**config.mk**
```make
export PLATFORM = sky130hd
export DESIGN_NAME = panel_cmd_sequencer
export DESIGN_NICKNAME = d
export VERILOG_FILES = /design/src/rtl/panel_cmd_sequencer.sv
export SDC_FILE = /design/constraint.sdc
export NUM_CORES = 1
export LEC_CHECK = 0
export CAP_MARGIN = 0
export CORE_MARGIN = 8
export CORE_UTILIZATION = 38
export DETAILED_ROUTE_END_ITERATION = 12
export PLACE_DENSITY = 0.67
export SETUP_SLACK_MARGIN = 0.1
export SYNTH_ARGS = -nofsm -noshare
export SYNTH_HDL_FRONTEND = slang
export SYNTH_SLANG_ARGS = --single-unit
```
**constraint.sdc**
```tcl
create_clock -name clk -period 5.9 [get_ports clk]
set_input_delay 0.59 -clock clk [delete_from_list [all_inputs] [get_ports clk]]
set_output_delay 0.59 -clock clk [all_outputs]
set_load 0.01 [all_outputs]
```
**src/rtl/panel_cmd_sequencer.sv**
```systemverilog
// Front-panel front end: synchronises and debounces buttons, assembles a 16-bit hex entry,
// and serialises presses into one-cycle command pulses separated by a holdoff gap.
`timescale 1ns/1ps
module panel_cmd_sequencer #(
    parameter int                   NUM_BTN    = 13,
    parameter int                   DEB_CYCLES = 1000,
    parameter int                   GAP        = 4,
    parameter logic [NUM_BTN-1:0]   STOP_MASK  = '0
) (
    input  logic               clk,
    input  logic               rst_n,
    input  logic [NUM_BTN-1:0] btn_raw,
    input  logic [3:0]         key_digit,
    input  logic               key_strobe,
    input  logic               key_clear,
    input  logic               stopped,
    output logic [NUM_BTN-1:0] cmd,
    output logic [15:0]        userInput,
    output logic               inputValid,
    output logic [2:0]         entry_digits,
    output logic               busy,
    output logic               dropped
);
    localparam int CW = (DEB_CYCLES > 1) ? $clog2(DEB_CYCLES) : 1;
    localparam int GW = (GAP > 1) ? $clog2(GAP) : 1;
    localparam int IW = (NUM_BTN > 1) ? $clog2(NUM_BTN) : 1;

    typedef enum logic [1:0] {IDLE, ISSUE, HOLDOFF} state_t;

    state_t             state, state_nxt;
    logic [NUM_BTN-1:0] sync1, sync2, deb, armed, pending, pending_nxt;
    logic [NUM_BTN-1:0] flip, rise, clr, sel_onehot;
    logic [CW-1:0]      deb_cnt [NUM_BTN];
    logic [1:0]         vld;
    logic [GW-1:0]      gap_cnt;
    logic [IW-1:0]      sel, low_idx;
    logic [15:0]        entry_val_nxt;
    logic [2:0]         entry_cnt_nxt;

    // A press only counts once the button has been seen released after reset.
    always_comb begin
        for (int i = 0; i < NUM_BTN; i++)
            flip[i] = (sync2[i] != deb[i]) && (deb_cnt[i] == CW'(DEB_CYCLES - 1));
        rise = flip & sync2 & armed;
    end

    // NOTE: reset the per-button counter array explicitly; it is state, not storage, and must
    // start from zero like every other register here.
    always_ff @(posedge clk or negedge rst_n) begin
        if (!rst_n) begin
            sync1 <= '0;
            sync2 <= '0;
            deb   <= '0;
            armed <= '0;
            vld   <= '0;
            for (int i = 0; i < NUM_BTN; i++) deb_cnt[i] <= '0;
        end else begin
            // NOTE: non-blocking assignments so every flop samples pre-edge values.
            sync1 <= btn_raw;
            sync2 <= sync1;
            vld   <= {vld[0], 1'b1};
            armed <= armed | ({NUM_BTN{vld[1]}} & ~sync2);
            deb   <= deb ^ flip;
            for (int i = 0; i < NUM_BTN; i++) begin
                if (sync2[i] == deb[i] || flip[i]) deb_cnt[i] <= '0;
                else                               deb_cnt[i] <= deb_cnt[i] + CW'(1);
            end
        end
    end

    // NOTE: every always_comb output gets a default first, so no latch can be inferred.
    always_comb begin
        low_idx = '0;
        for (int i = NUM_BTN - 1; i >= 0; i--)
            if (pending[i]) low_idx = IW'(i);
    end

    assign sel_onehot  = {{(NUM_BTN-1){1'b0}}, 1'b1} << sel;
    assign clr         = (state == ISSUE) ? sel_onehot : '0;
    assign pending_nxt = (pending & ~clr) | rise;

    always_comb begin
        state_nxt = state;
        case (state)
            IDLE:    if (|pending) state_nxt = ISSUE;
            ISSUE:   state_nxt = HOLDOFF;
            HOLDOFF: if (gap_cnt == '0) state_nxt = IDLE;
            default: state_nxt = IDLE;
        endcase
    end

    // Clear/consume is applied before a same-cycle digit, so that digit becomes the first one.
    always_comb begin
        logic [15:0] base_val;
        logic [2:0]  base_cnt;
        base_val = (key_clear || (|cmd)) ? 16'h0 : userInput;
        base_cnt = (key_clear || (|cmd)) ? 3'd0  : entry_digits;
        entry_val_nxt = base_val;
        entry_cnt_nxt = base_cnt;
        if (key_strobe) begin
            entry_val_nxt = {base_val[11:0], key_digit};
            entry_cnt_nxt = (base_cnt == 3'd4) ? 3'd4 : base_cnt + 3'd1;
        end
    end

    always_ff @(posedge clk or negedge rst_n) begin
        if (!rst_n) begin
            userInput    <= '0;
            entry_digits <= '0;
        end else begin
            userInput    <= entry_val_nxt;
            entry_digits <= entry_cnt_nxt;
        end
    end

    always_ff @(posedge clk or negedge rst_n) begin
        if (!rst_n) begin
            state      <= IDLE;
            pending    <= '0;
            sel        <= '0;
            gap_cnt    <= '0;
            cmd        <= '0;
            inputValid <= 1'b0;
            dropped    <= 1'b0;
            busy       <= 1'b0;
        end else begin
            state      <= state_nxt;
            pending    <= pending_nxt;
            busy       <= (state_nxt != IDLE) || (|pending_nxt);
            cmd        <= '0;
            inputValid <= 1'b0;
            dropped    <= 1'b0;
            case (state)
                IDLE: sel <= low_idx;
                ISSUE: begin
                    gap_cnt <= GW'(GAP - 1);
                    if (STOP_MASK[sel] && !stopped) begin
                        dropped <= 1'b1;
                    end else begin
                        cmd        <= sel_onehot;
                        inputValid <= (entry_cnt_nxt != 3'd0);
                    end
                end
                HOLDOFF: if (gap_cnt != '0) gap_cnt <= gap_cnt - GW'(1);
                default: ;
            endcase
        end
    end
endmodule
```
==> results.toml <==
[status]
outcome = "finished, final reports clean"

[layout]
drive_above_1_share_pct = 6.12
nets = 1051
antenna_cells = 0
finalNonFillerCells = 1370
n_fill_cell = 2478
area_delta_synth_final_pct = 17.6
final_common_cell = "dfrtp_1"
layout_common_cells = "dfrtp_1, nor2_1, xnor2_1"

[clock_network]
cts_tree = "done"
ctsHoldBuffers = 0
cts_setup_buffers = 0
numClockSinks = 239
htreeDepth = 1
clockBufferDepth = 3
cts_resized = 0
clk_pin_slew_ps = 60
cts_buffers = 26
clkLatencyLatePin_ps = 520
cts_root_buf = "clkbuf_16"

[power]
ir_worst_vdd_uv = 180
powerDensity_mw_per_mm2 = 295
leakage_nw = 5.43

[timing]
rsz0062_at_grt = "no"
hold_violations = 0
setup_viol = 0
fmax_mhz = 384
drv_slew = 0
fin_ws_ps = 3300
worst_pin_slew_ps = 1150
period_needed_ps = 2600
fin_hold_ws_ps = 81.8
fin_crit_sh_pct = 44.1
slew_headroom_pct = 23.1
skew_ps = 12.2
tns_ps = 0

[routing]
dr.pass1.iters = 4
vias = 6621
vias_per_cell = 4.83
initialDrtViolationCount = 311
wirelength_um = 18300
drc = 0
wl_per_cell_um = 13.4
antenna_left = 0

[floorplanning]
die-area_mm2 = 0.0322
io_pins = 57
start_util_pct = 38.2
die_w_um = 180
die_h_um = 180
core_mm2 = 0.0266
placementRows = 60

[worst_setup_path]
startpoint_type = "flip-flop"
endpoint = "busy$_DFF_PN0_"
rr_worst_depth = 5
cp.required_ps = 6280
ff2ff_setup_slack_ps = 3300
r2r-end = "busy$_DFF_PN0_"
critPathLaunch = "state[1]$_DFF_PN0_"
cp_max_fo = 11
cp-end-kind = "flip-flop"
critPathKind = "reg -> reg"
cp.arrival_ps = 2980
reg2reg_from = "state[1]$_DFF_PN0_"

[grt]
grt_first_pass_wirelength_um = 32300
grt_max_degree = 107
gr-total-overflow = 0
antenna_found_initial = 0
grt_pass1_vias = 6731
grtUsageTotal_pct = 11.5

[place]
routabilityCongestion = 0.809
post-dp-hpwl_um = 12600
port_buffers = 54
dp_cells = 1326
dpl_worst_slack_ps = 3120

[synth]
ys_async_sr_fraction_pct = 100
ys_seq_area_share_pct = 58.9
syn_nets = 986
synth_edf_count = 0
ys_ff_latch = 239
synth_top_flop_cell = "dfrtp_1"
netlist_instances = 948
synth_area_per_cell_um2 = 10.7
yosysUniqueCellTypes = 50
syn_area_mm2 = 0.0102
synth_warnings = 0

[min_path]
min_path_type = "in -> async"

[run]
cap_viol_max_count = 0
==> critical path, cell delays in order (launching register included) <==
cell and delay [ps]:
dfrtp_1 490, or4b_1 610, or3_1 390, a22oi_1 260, nand4bb_1 160, or4_1 550
==> stage by stage <==
step / util, % / cell area, um^2 / power, mW
after floorplan: - / 10200 / 1.81
after global placement: 41.6 / 11100 / 1.89
after detailed placement: 41.6 / 11100 / 1.89
after CTS: 45.0 / 11900 / 3.58
after global routing: 45.0 / 11900 / 3.66
final: 45.0 / 11900 / 3.52
==> sequential cells by signal (all words and copies together), names as in the netlist, named ones only <==
signal and flops:
busy 1, inputValid 1, gap_cnt 2, armed 13
cmd 13, pending 13, sel 4, userInput 16
sync2 13, entry_digits 3, vld 2, state 2
deb_cnt 130, sync1 13
==> cell families (layout without fill, tap and decap cells) <==
family / after synthesis / after routing / share of synthesized area [%]
simple gates: 430 / 430 / 20.3
flops: 239 / 239 / 58.9
xor+xnor: 115 / 115 / 9.91
compound gates: 67 / 67 / 4.42
buf+inv: 58 / 139 / 2.29
mux: 21 / 21 / 2.17
fa+ha+maj: 16 / 16 / 1.97
other cells: 2 / 2 / 0.0739
==> layout make-up <==
cell class                 count  area (um^2)  share of cell area, %
inverter                      39          146                   1.23
tap                          341          427                   3.57
clock inverter                10          155                   1.30
sequential                   239         5980                   50.1
timing repair buffer          56          561                   4.69
clock buffer                  34          732                   6.13
multi-input combinational    651         3950                   33.0
==> report_power, final <==
| group | switching, mW | internal (mW) | total, mW |
|---|---|---|---|
| Sequential | 0.0369 | 1.68 | 1.71 |
| Combinational | 0.0865 | 0.0578 | 0.144 |
| Clock | 0.621 | 1.04 | 1.66 |
| Total | 0.745 | 2.78 | 3.52 |
==> metal layers <==
metal | vias up | wire length, um | global-route usage (%)
met1 | 3175 | 9080 | 15.9
li1 | 3284 | - | -
met2 | 128 | 7980 | 17.9
met4 | 0 | 491 | 3.73
met5 | - | 0 | 0
met3 | 34 | 764 | 2.40
==> cells in the mapped netlist (all sizes together), types with 2 or more instances <==
cell / instances / share of area, %
o21ai: 23 / 1.1
xor2: 45 / 3.9
nor2b: 2 / 0.12
nand4b: 9 / 0.78
nand4bb: 3 / 0.33
nand2b: 8 / 0.49
a211oi: 2 / 0.15
and4: 2 / 0.17
nor4: 7 / 0.43
nand2: 68 / 2.5
and3: 40 / 2.5
ha: 16 / 2.0
a32oi: 2 / 0.17
inv: 39 / 1.4
or4: 5 / 0.37
o21a: 2 / 0.15
o2bb2ai: 6 / 0.58
and2: 2 / 0.12
a21oi: 6 / 0.30
or2: 8 / 0.49
or4b: 2 / 0.23
conb: 2 / 0.074
buf: 4 / 0.30
nor2: 182 / 6.8
a21o: 13 / 0.96
a31oi: 2 / 0.12
mux2: 8 / 0.89
clkbuf: 15 / 0.55
nand3: 50 / 2.5
nor3: 18 / 0.89
xnor2: 70 / 6.0
nand3b: 2 / 0.15
mux2i: 13 / 1.3
dfrtp: 239 / 59
or3: 7 / 0.43
o31ai: 6 / 0.44
nand4: 12 / 0.74
==> worst min path at each step <==
| stage | start | to | slack, ps | depth (start not counted) |
|---|---|---|---|---|
| 3_3_place_gp | vld[0]$_DFF_PN0_ | vld[1]$_DFF_PN0_ | 330 | 0 |
| 6_report | rst_n | userInput[14]$_DFFE_PN0P_ | 80 | 1 |
| 2_1_floorplan | rst_n | async pin | 290 | 0 |
| 5_1_grt | rst_n | userInput[14]$_DFFE_PN0P_ | 140 | 1 |
| 4_1_cts | rst_n | userInput[14]$_DFFE_PN0P_ | 140 | 1 |
| 3_5_place_dp | sync1[2]$_DFF_PN0_ | sync2[2]$_DFF_PN0_ | 330 | 0 |
(Power assumes the default switching activity.)
